<file path="config.mk">
export PLATFORM = sky130hd
export DESIGN_NAME = mem_req_arbiter
export DESIGN_NICKNAME = d
export VERILOG_FILES = /design/src/rtl/mem_req_arbiter.sv
export SDC_FILE = /design/constraint.sdc
export NUM_CORES = 1
export LEC_CHECK = 0
export BUFFER_PORTS_ARGS = -buffer_cell sky130_fd_sc_hd__buf_2
export CORE_ASPECT_RATIO = 1.4
export CORE_MARGIN = 2
export CORE_UTILIZATION = 40
export CTS_CLUSTER_DIAMETER = 150
export DETAILED_ROUTE_END_ITERATION = 7
export GPL_TIMING_DRIVEN = 1
export PLACE_DENSITY = 0.67
export SYNTH_ARGS = -nofsm -noshare
export SYNTH_HDL_FRONTEND = slang
export SYNTH_SLANG_ARGS = --single-unit
</file>
<file path="constraint.sdc">
create_clock -name clk -period 2 [get_ports clk]
set_clock_uncertainty 0.05 [all_clocks]
set_input_delay 0.3 -clock clk [delete_from_list [all_inputs] [get_ports clk]]
set_output_delay 0.3 -clock clk [all_outputs]
set_load 0.02 [all_outputs]
</file>
<file path="src/rtl/mem_req_arbiter.sv">
// Two-port memory request arbiter: one outstanding request, IDLE/ISSUE/WAIT/RESP sequencing, WAIT timeout.
// Define MEM_ARB_ROUND_ROBIN_EN for alternating grants on contention; default build gives port A fixed priority.
module mem_req_arbiter #(
    parameter int ADDR_W  = 8,
    parameter int DATA_W  = 8,
    parameter int TMO_CYC = 16
) (
    input  logic              clk,
    input  logic              reset,
    input  logic              a_req_valid,
    input  logic              a_req_we,
    input  logic [ADDR_W-1:0] a_req_addr,
    input  logic [DATA_W-1:0] a_req_wdata,
    output logic              a_req_ready,
    output logic              a_rsp_valid,
    input  logic              b_req_valid,
    input  logic              b_req_we,
    input  logic [ADDR_W-1:0] b_req_addr,
    input  logic [DATA_W-1:0] b_req_wdata,
    output logic              b_req_ready,
    output logic              b_rsp_valid,
    output logic [DATA_W-1:0] rsp_data,
    output logic              timeout_err,
    output logic              mc_write_en,
    output logic              mc_read_en,
    output logic [ADDR_W-1:0] mc_addr,
    output logic [DATA_W-1:0] mc_data_in,
    input  logic [DATA_W-1:0] mc_data_out,
    input  logic              mc_ready
);

    localparam logic [1:0] S_IDLE  = 2'd0;
    localparam logic [1:0] S_ISSUE = 2'd1;
    localparam logic [1:0] S_WAIT  = 2'd2;
    localparam logic [1:0] S_RESP  = 2'd3;

    localparam int CNT_W = $clog2(TMO_CYC + 1);
    localparam logic [CNT_W-1:0] CNT_LAST = CNT_W'(TMO_CYC - 1);

    logic [1:0]        state;
    logic [CNT_W-1:0]  wait_cnt;
    logic              lat_we;
    logic              lat_port_b;
    logic [ADDR_W-1:0] lat_addr;
    logic [DATA_W-1:0] lat_wdata;
    logic [DATA_W-1:0] rsp_data_q;
    logic              tmo_flag;

    logic in_idle;
    logic in_issue;
    logic in_resp;
    logic grant_b;
    logic accept;

    assign in_idle  = (state == S_IDLE);
    assign in_issue = (state == S_ISSUE);
    assign in_resp  = (state == S_RESP);

`ifdef MEM_ARB_ROUND_ROBIN_EN
    // last_b remembers which port won the previous accept; B after reset so A wins first.
    logic last_b;

    always_comb begin
        grant_b = b_req_valid && (!a_req_valid || !last_b);
    end

    always_ff @(posedge clk) begin
        if (reset) begin
            last_b <= 1'b1;
        end else if (accept) begin
            last_b <= grant_b;
        end
    end
`else
    always_comb begin
        grant_b = b_req_valid && !a_req_valid;
    end
`endif

    assign a_req_ready = in_idle && a_req_valid && !grant_b;
    assign b_req_ready = in_idle && grant_b;
    assign accept      = a_req_ready || b_req_ready;

    always_ff @(posedge clk) begin
        if (reset) begin
            state      <= S_IDLE;
            wait_cnt   <= '0;
            lat_we     <= 1'b0;
            lat_port_b <= 1'b0;
            lat_addr   <= '0;
            lat_wdata  <= '0;
            rsp_data_q <= '0;
            tmo_flag   <= 1'b0;
        end else begin
            case (state)
                S_IDLE: begin
                    if (accept) begin
                        lat_port_b <= grant_b;
                        lat_we     <= grant_b ? b_req_we    : a_req_we;
                        lat_addr   <= grant_b ? b_req_addr  : a_req_addr;
                        lat_wdata  <= grant_b ? b_req_wdata : a_req_wdata;
                        rsp_data_q <= '0;
                        tmo_flag   <= 1'b0;
                        state      <= S_ISSUE;
                    end
                end
                S_ISSUE: begin
                    wait_cnt <= '0;
                    state    <= S_WAIT;
                end
                S_WAIT: begin
                    // Completion takes priority over the timeout on the last counted cycle.
                    if (mc_ready) begin
                        if (!lat_we) begin
                            rsp_data_q <= mc_data_out;
                        end
                        state <= S_RESP;
                    end else if (wait_cnt == CNT_LAST) begin
                        tmo_flag <= 1'b1;
                        state    <= S_RESP;
                    end else begin
                        wait_cnt <= wait_cnt + 1'b1;
                    end
                end
                default: begin
                    wait_cnt <= '0;
                    state    <= S_IDLE;
                end
            endcase
        end
    end

    assign mc_write_en = in_issue && lat_we;
    assign mc_read_en  = in_issue && !lat_we;
    assign mc_addr     = in_issue ? lat_addr  : '0;
    assign mc_data_in  = in_issue ? lat_wdata : '0;

    assign a_rsp_valid = in_resp && !lat_port_b;
    assign b_rsp_valid = in_resp && lat_port_b;
    assign timeout_err = in_resp && tmo_flag;
    assign rsp_data    = rsp_data_q;

endmodule

</file>
==> flow_metrics.tcl, run 1 <==
set metrics [dict create \
    grtUsageTotal_pct 16.1 \
    worstHoldPathType "primary input to flop" \
    synth_adder_area_share_pct 4.48 \
    layout-drive-gt1-share_pct 38.7 \
    fmax_ghz 0.529 \
    hold_start "mc_data_out[1]" \
    cpPeakStageDelay_ns 0.47 \
    syn_area_per_cell_sq_um 9.69 \
    synth_top_family_by_area "simple AND/OR/NAND/NOR gates" \
    grt_pass1_vias 1612 \
    fillCellCount 494 \
    drv_cap 0 \
    seqPwrFrac_pct 33.9 \
    synthesis.nets 256 \
    status "complete, no violations" \
    r2r_slack_ns 0.11 \
    startpoint_type "flop" \
    cpMaxStageDelayCell "or4_1" \
    postSynthCellCount 202 \
    hold-worst-slack_ns 0.232 \
    setup_viol 0 \
    final_common_cell "buf_2" \
    core_area_sq_um 4770 \
    max_slew_margin_pct 70.4 \
    muxShareOfSynthArea_pct 14.8 \
    drtIter0Drc 23 \
    gp_congestion 0.743 \
    rsz0062_at_grt "no" \
    power.density_nw_per_um2 1120 \
    p_leak_nw 1.19 \
    hpwl_microns 3280 \
    critPathTopFamily "simple AND/OR/NAND/NOR gates" \
    postCtsHoldBufs 0 \
    combPwrFrac_pct 44.2 \
    die_h_microns 86.8 \
    cts_tree "done" \
    p_sw_share_pct 37.1 \
    synth_cell_types 35 \
    fin_tns_setup_ns 0 \
    min_period_ns 1.89 \
    path_max_fanout 6 \
    die-area_sq_um 5480 \
    synth_xor_area_share_pct 0 \
    p_sw_mw 1.04 \
    finalMaxSlewViolations 0 \
    critPathBufInv 0 \
    worstSetupEndpointType "flop" \
    grt_pass1_wl_microns 6930 \
    path_clk_slew_ns 0.07 \
    antenna_found_initial 0 \
    internal_power_mw 1.76 \
    yosys_warnings 0 \
    ys_seq_area_share_pct 34.8 \
    drtAntennaViolNets 0 \
    std_cell_rows 30 \
    htreeDepth 2 \
    worstPathArrival_ns 2.06 \
    wl_per_cell_microns 12.5 \
    rr_startpoint "wait_cnt[0]$_SDFFE_PP0P_" \
    most-common-layout-cells "buf_2 (77), dfxtp_1 (34), mux2i_1 (29)" \
    area_growth_pct 28.3 \
    dieWidth_microns 63.1 \
    synth-compound-area-share_pct 19.5 \
    first_pass_iters 4 \
    cts-root-buf "clkbuf_8" \
    grt.overflow.total 0 \
    min_to "rsp_data[1]$_SDFFE_PP0P_" \
    clock_latency_ns 0.29 \
    cts_buffer_depth 2 \
    dp.cells 335 \
    reg2reg_depth 6 \
    cts.sinks 34 \
    ir_worst_vdd_mv 0.574 \
    path_depth 6 \
    tightest_slew_ns 0.444 \
    hold_viol 0 \
    critical_path_class "flop to flop" \
    grt_max_degree 32 \
    p_clk_share_pct 21.9 \
    ys_ff_latch 34 \
    timing.final.crit_share_pct 94.5 \
    wl_microns 4300 \
    layout.cells.non_filler 343 \
    crit_path_cell_trace "ha_1 -> and3_1 -> ha_2 -> o21a_2 -> or4_1 -> a21boi_1" \
    netlist_area_sq_um 1960 \
    numCtsBuffers 5 \
    vias 1687 \
    crit_required_ns 2.17 \
    io_buffers 77 \
    synth-simple-area-share_pct 20.3 \
    hold_depth 3 \
    layout.nets 332 \
    viasPerCell 4.92 \
    diodes 0 \
    initial_core_util_pct 41.0 \
    drc 0 \
    ioPinCount 78 \
    regToRegEndpoint "wait_cnt[3]$_SDFFE_PP0P_" \
]
worst min-delay path, stage by stage:
cell and delay (ns):
buf_2 0.09, nand3b_1 0.06, mux2i_1 0.06
cells by family after synthesis:
kind of cell,Yosys count
buffers and inverters,21
AND/OR/NAND/NOR,62
multiplexers,29
flip-flops,34
adder cells (fa/ha/maj),7
AO/OA/AOI/OAI,49
how the worst max path moves through the flow:
stage                              from                        to  slack, ns
2_1_floorplan  wait_cnt[0]$_SDFFE_PP0P_  wait_cnt[3]$_SDFFE_PP0P_       0.18
3_3_place_gp   wait_cnt[0]$_SDFFE_PP0P_  wait_cnt[3]$_SDFFE_PP0P_       0.12
3_5_place_dp   wait_cnt[0]$_SDFFE_PP0P_  wait_cnt[3]$_SDFFE_PP0P_       0.05
4_1_cts        wait_cnt[0]$_SDFFE_PP0P_  wait_cnt[3]$_SDFFE_PP0P_       0.01
5_1_grt        wait_cnt[0]$_SDFFE_PP0P_  wait_cnt[3]$_SDFFE_PP0P_      0.008
6_report       wait_cnt[0]$_SDFFE_PP0P_  wait_cnt[3]$_SDFFE_PP0P_       0.11
cell usage after synthesis:
master,n,share of area (%)
and3_1,1,0.32
nor3b_1,2,0.77
nand3_1,1,0.26
mux2i_1,29,15
a211oi_1,7,2.7
and2_4,1,0.45
o31ai_1,1,0.38
a21oi_1,20,5.1
nor4b_1,1,0.45
nand2b_1,19,6.1
buf_2,4,1.0
or4_1,1,0.38
a21o_1,1,0.38
o21a_1,1,0.38
a32oi_4,1,1.4
nand2_1,3,0.58
a211oi_2,10,6.4
nor3_1,1,0.26
clkbuf_1,7,1.3
nor2b_1,2,0.64
dfxtp_1,34,35
and2_1,19,6.1
clkbuf_2,1,0.26
nand3b_1,10,3.8
buf_6,2,1.2
a32oi_1,1,0.45
inv_1,5,0.96
buf_4,1,0.38
o21ai_0,3,0.77
a31oi_1,2,0.64
ha_1,7,4.5
a21boi_0,1,0.38
o21ba_2,1,0.51
nor2_1,1,0.19
buf_12,1,1.0
state kept, by name (all words and copies together) (netlist names):
name        count
rsp_data        8
tmo_flag        1
state           2
lat_addr        8
lat_we          1
wait_cnt        5
lat_port_b      1
lat_wdata       8
per-layer routing:
layer | vias up | wire [microns] | track usage, %
li1 | 868 | - | -
met1 | 756 | 1680 | 16.4
met2 | 58 | 2210 | 30.0
met3 | 5 | 343 | 5.71
met4 | 0 | 60 | 6.06
met5 | - | 0 | 0
repair_timing:
item / CTS / global route
hold endpoints to repair: 0 / 0
gates resized for setup: 1 / 5
pin swaps: 0 / 1
buffers inserted: 0 / 0
setup endpoints to repair: 1 / 5
power by group through the flow:
stage | clock network, mW | registers (mW) | logic (mW)
finish | 0.614 | 0.951 | 1.24
global route | 0.655 | 0.975 | 1.37
CTS | 0.630 | 0.953 | 1.24
detailed placement | 0 | 0.965 | 1.24
global placement | 0 | 0.961 | 1.22
floorplan | 0 | 0.964 | 0.961
cell type report:
type | instances | area [sq um] | area share, %
Clock buffer | 7 | 76.3 | 3.04
Timing Repair Buffer | 85 | 445 | 17.7
Clock inverter | 1 | 30.0 | 1.20
Sequential cell | 34 | 681 | 27.1
Tap cell | 64 | 80.1 | 3.19
Multi-Input combinational cell | 147 | 1180 | 47.0
Inverter | 5 | 18.8 | 0.748
through the flow:
stage | total power, mW | setup slack [ns] | utilization (%) | instance area (sq um)
after floorplan | 1.93 | 0.180 | - | 1960
after global placement | 2.18 | 0.116 | 49.9 | 2380
after detailed placement | 2.20 | 0.0475 | 49.9 | 2380
after CTS | 2.82 | 0.0145 | 52.2 | 2490
after global routing | 3.00 | 0.00776 | 52.7 | 2510
final | 2.80 | 0.109 | 52.7 | 2510
(Power assumes the default switching activity.)
==> inputs of run 2 (changes only) <==
--- a/config.mk
+++ b/config.mk
@@ -12,7 +12,8 @@
 export CTS_CLUSTER_DIAMETER = 150
 export DETAILED_ROUTE_END_ITERATION = 7
 export GPL_TIMING_DRIVEN = 1
-export PLACE_DENSITY = 0.67
+export PLACE_DENSITY = 0.79
+export SETUP_SLACK_MARGIN = 0.3
 export SYNTH_ARGS = -nofsm -noshare
 export SYNTH_HDL_FRONTEND = slang
 export SYNTH_SLANG_ARGS = --single-unit
==> run 2 against run 1 <==
Sequential share of layout area shrank 1.1 points. Wire length grew 7.3%. Global-route usage grew 0.60 points. Final area grew 5.3%. Non-clock buffer count grew 7. Combinational power grew 17%. Critical path type unchanged. Highest routed layer unchanged.
==> flow_metrics.tcl, run 2 (synthesized netlist as in run 1, its figures left out) <==
set metrics [dict create \
    status "complete, no violations" \
    path_max_fanout 6 \
    clock_latency_ns 0.29 \
    seqPwrFrac_pct 33.0 \
    wl_per_cell_microns 13.2 \
    setup_viol 0 \
    core_area_sq_um 4770 \
    die_h_microns 86.8 \
    gp_congestion 0.743 \
    ioPinCount 78 \
    p_clk_share_pct 17.8 \
    die-area_sq_um 5480 \
    cts_buffer_depth 2 \
    io_buffers 77 \
    postCtsHoldBufs 0 \
    internal_power_mw 1.82 \
    grtUsageTotal_pct 16.7 \
    p_sw_share_pct 38.1 \
    worstPathArrival_ns 1.89 \
    fmax_ghz 0.582 \
    drtAntennaViolNets 0 \
    first_pass_iters 4 \
    tightest_slew_ns 0.425 \
    final_common_cell "buf_2" \
    p_leak_nw 1.23 \
    critical_path_class "flop to flop" \
    combPwrFrac_pct 49.3 \
    placed_area_sq_um 2380 \
    std_cell_rows 30 \
    finalMaxSlewViolations 0 \
    startpoint_type "flop" \
    rsz0062_at_grt "yes" \
    min_period_ns 1.72 \
    layout-drive-gt1-share_pct 46.2 \
    viasPerCell 5.01 \
    power.density_nw_per_um2 1110 \
    hold_viol 0 \
    max_slew_margin_pct 71.6 \
    timing.final.crit_share_pct 85.9 \
    drc 0 \
    drtIter0Drc 45 \
    dieWidth_microns 63.1 \
    most-common-layout-cells "buf_2 (76), dfxtp_1 (30), mux2i_1 (29)" \
    antenna_found_initial 0 \
    layout.nets 339 \
    worstSetupEndpointType "flop" \
    cts_tree "done" \
    area_growth_pct 35.1 \
    wl_microns 4610 \
    grt.overflow.total 0 \
    numCtsBuffers 5 \
    initial_core_util_pct 41.0 \
    fin_tns_setup_ns 0 \
    drv_cap 0 \
    p_sw_mw 1.12 \
    diodes 0 \
    grt_pass1_vias 1617 \
    cts.sinks 34 \
    cts-root-buf "clkbuf_8" \
    fillCellCount 460 \
    hpwl_microns 3200 \
    vias 1754 \
    path_clk_slew_ns 0.07 \
    grt_pass1_wl_microns 7220 \
    ir_worst_vdd_mv 0.501 \
    grt_max_degree 32 \
    worstHoldPathType "primary input to flop" \
    htreeDepth 2 \
    fin_area_sq_um 2640 \
    crit_required_ns 2.17 \
]
## run 2: cell count changes in the layout (fill, tap and decap cells not counted), sizes merged
cell / before / now
clkinv: 0 / 1
buf: 85 / 91
clkbuf: 7 / 8
bufinv: 1 / 0
## run 2: critical path, cell delays in order, from the launching register on
cell and delay, ns:
dfxtp_2 0.38, inv_4 0.06, ha_4 0.18, clkbuf_2 0.15
buf_4 0.15, nor4b_2 0.41, nand2_1 0.12, a21oi_1 0.15
## run 2: worst paths after layout
check                                 from                  endpoint  slack, ns  depth (start not counted)
setup / recovery     state[1]$_SDFFE_PP0P_  wait_cnt[1]$_SDFFE_PP0P_       0.28                          7
hold reg to reg   rsp_data[7]$_SDFFE_PP0P_  rsp_data[7]$_SDFFE_PP0P_       0.42                          2
hold / removal              mc_data_out[1]  rsp_data[1]$_SDFFE_PP0P_       0.23                          3
setup reg to reg     state[1]$_SDFFE_PP0P_  wait_cnt[1]$_SDFFE_PP0P_       0.28                          7
## run 2: metrics by stage
step	utilization [%]	hold WS (ns)	setup WS (ns)	total power [mW]	cells
detailed placement	49.9	0.414	0.125	2.20	334
CTS	53.9	0.227	0.219	2.87	344
floorplan	-	0.394	0.317	1.93	202
finish	55.5	0.228	0.281	2.94	350
global route	55.5	0.232	0.207	3.14	350
global placement	49.9	0.404	0.185	2.17	334
## run 2: area by class of cell
class	count	area [sq um]	share of cell area, %
Clock buffer	7	86.3	3.27
Clock inverter	1	5.00	0.189
Inverter	5	23.8	0.899
Multi-Input combinational cell	147	1250	47.1
Sequential cell	34	688	26.0
Tap cell	64	80.1	3.03
Timing Repair Buffer	92	514	19.5
## run 2: power by group through the flow
| stage | Sequential, mW | Clock (mW) | Combinational [mW] |
|---|---|---|---|
| after floorplan | 0.964 | 0 | 0.967 |
| after global placement | 0.959 | 0 | 1.21 |
| after detailed placement | 0.965 | 0 | 1.23 |
| after CTS | 0.962 | 0.534 | 1.38 |
| after global routing | 0.992 | 0.562 | 1.58 |
| final | 0.969 | 0.522 | 1.45 |
## run 2: routing by layer
layer	GRT usage (%)	vias to the layer above	share of wire [%]
met3	5.45	7	7.5
met4	6.06	0	1.5
met2	29.2	64	50
li1	-	880	-
met5	0	-	0
met1	19.0	803	41
## run 2: timing repair
| item | in CTS | in global routing |
|---|---|---|
| setup endpoints to repair | 43 | 36 |
| buffers inserted | 2 | 6 |
| resized for setup | 17 | 9 |
| pin swaps | 4 | 4 |
==> inputs of run 3 (changes only) <==
--- a/config.mk
+++ b/config.mk
@@ -5,7 +5,7 @@
 export SDC_FILE = /design/constraint.sdc
 export NUM_CORES = 1
 export LEC_CHECK = 0
-export BUFFER_PORTS_ARGS = -buffer_cell sky130_fd_sc_hd__buf_2
+export BUFFER_PORTS_ARGS = -buffer_cell sky130_fd_sc_hd__clkbuf_2
 export CORE_ASPECT_RATIO = 1.4
 export CORE_MARGIN = 2
 export CORE_UTILIZATION = 40
==> run 3 against run 2 <==
Power up 8.5%. Setup slack worse by 0.020 ns. Global-route usage is 0.82 points higher. Fmax fell by 1.1%. Sequential share of layout area shrank 2.0 points. First-iteration DRC count is 60% lower. Sequential cell count unchanged. Wire length increased by 11%. Critical path type unchanged. Largest cell class unchanged.
==> flow_metrics.tcl, run 3 (synthesized netlist as in run 1, its figures left out) <==
set metrics [dict create \
    htreeDepth 2 \
    worstPathArrival_ns 1.91 \
    final_common_cell "clkbuf_2" \
    core_area_sq_um 4770 \
    die-area_sq_um 5480 \
    cts_tree "done" \
    combPwrFrac_pct 54.5 \
    multiInputGateArea_sq_um 1310 \
    ioPinCount 78 \
    regToRegEndpoint "wait_cnt[3]$_SDFFE_PP0P_" \
    dp.cells 335 \
    p_sw_mw 1.21 \
    numCtsBuffers 5 \
    initial_core_util_pct 41.0 \
    drc 0 \
    area_growth_pct 47.1 \
    startpoint_type "flop" \
    dieWidth_microns 63.1 \
    fin_tns_setup_ns 0 \
    viasPerCell 5.15 \
    drtIter0Drc 18 \
    fin_total_pwr_mw 3.19 \
    r2r_slack_ns 0.26 \
    grt_pass1_vias 1705 \
    ir_worst_vdd_mv 0.573 \
    die_h_microns 86.8 \
    rr_startpoint "wait_cnt[1]$_SDFFE_PP0P_" \
    seq_area_sq_um 691 \
    vias 1839 \
    grt.overflow.total 0 \
    fmax_ghz 0.575 \
    io_buffers 77 \
    reg2reg_depth 6 \
    layout-drive-gt1-share_pct 51.2 \
    hold_depth 3 \
    hold_viol 0 \
    drtAntennaViolNets 0 \
    diodes 0 \
    wl_microns 5130 \
    grt_max_degree 32 \
    p_clk_share_pct 14.6 \
    power.density_nw_per_um2 1110 \
    status "complete, no violations" \
    grt_pass1_wl_microns 7670 \
    cts.sinks 34 \
    tightest_slew_ns 0.471 \
    min_period_ns 1.74 \
    internal_power_mw 1.98 \
    worstSetupEndpointType "flop" \
    gp_congestion 0.687 \
    endpoint "wait_cnt[3]$_SDFFE_PP0P_" \
    finalMaxSlewViolations 0 \
    seqPwrFrac_pct 30.9 \
    p_sw_share_pct 37.8 \
    setup_viol 0 \
    final_util_pct 60.4 \
    cts-root-buf "clkbuf_8" \
    critical_path_class "flop to flop" \
    hpwl_microns 3320 \
    path_max_fanout 3 \
    path_clk_slew_ns 0.06 \
    clock_latency_ns 0.28 \
    layout.cells.non_filler 357 \
    antenna_found_initial 0 \
    drv_cap 0 \
    layout.nets 347 \
    grtUsageTotal_pct 17.5 \
    std_cell_rows 30 \
    max_slew_margin_pct 68.6 \
    fillCellCount 418 \
    p_leak_nw 1.30 \
    timing.final.crit_share_pct 86.9 \
    wl_per_cell_microns 14.4 \
    crit_required_ns 2.17 \
    first_pass_iters 4 \
    setup.worst_path.start "wait_cnt[1]$_SDFFE_PP0P_" \
    rsz0062_at_grt "yes" \
    cts_buffer_depth 2 \
    worstHoldPathType "primary input to flop" \
    most-common-layout-cells "clkbuf_2 (60), dfxtp_1 (30), mux2i_1 (29)" \
]
run 3: power groups by stage:
stage               clock network [mW]  logic [mW]  registers [mW]
floorplan                            0       0.967           0.964
global placement                     0        1.22           0.961
detailed placement                   0        1.26           0.968
CTS                              0.472        1.43           0.970
global route                     0.509        1.86            1.00
finish                           0.466        1.74           0.985
run 3: metrics by stage:
step | setup WS [ns] | cell area (sq um) | hold slack (ns)
6_report | 0.262 | 2880 | 0.215
2_1_floorplan | 0.317 | 1960 | 0.394
5_1_grt | 0.216 | 2880 | 0.224
3_5_place_dp | 0.192 | 2390 | 0.413
3_3_place_gp | 0.227 | 2390 | 0.407
4_1_cts | 0.249 | 2620 | 0.213
run 3: worst min-delay path by stage:
stage,from,to,slack [ns]
2_1_floorplan,tmo_flag$_SDFFE_PP0P_,tmo_flag$_SDFFE_PP0P_,0.39
4_1_cts,mc_data_out[0],rsp_data[0]$_SDFFE_PP0P_,0.21
3_3_place_gp,rsp_data[7]$_SDFFE_PP0P_,rsp_data[7]$_SDFFE_PP0P_,0.41
5_1_grt,mc_data_out[1],rsp_data[1]$_SDFFE_PP0P_,0.22
3_5_place_dp,rsp_data[5]$_SDFFE_PP0P_,rsp_data[5]$_SDFFE_PP0P_,0.41
6_report,mc_data_out[0],rsp_data[0]$_SDFFE_PP0P_,0.21
run 3: timing repair:
| action | in CTS | in global routing |
|---|---|---|
| hold buffers | 0 | 0 |
| resized for setup | 23 | 70 |
| setup buffers | 7 | 6 |
| cloned | 1 | 1 |
| pin swaps | 8 | 3 |
| endpoints found under the setup margin | 37 | 42 |
run 3: area by class of cell:
cell class                      count  share of cell area [%]
Sequential cell                    34                    24.0
Multi-Input combinational cell    148                    45.5
Timing Repair Buffer               99                    24.2
Tap cell                           64                    2.78
Clock buffer                        7                    2.65
Inverter                            5                   0.913
run 3: worst max-delay path, cell delays in order (launching register included):
cell	delay [ns]
dfxtp_2	0.34
ha_4	0.16
and3_4	0.15
ha_4	0.16
o21a_1	0.21
or4_4	0.49
a21boi_2	0.12
run 3: per-layer routing:
| layer | routed length, microns | track usage [%] | up-vias |
|---|---|---|---|
| li1 | - | - | 901 |
| met1 | 1960 | 19.3 | 873 |
| met2 | 2780 | 31.4 | 57 |
| met3 | 307 | 5.45 | 8 |
| met4 | 83 | 6.67 | 0 |
| met5 | 0 | 0 | - |
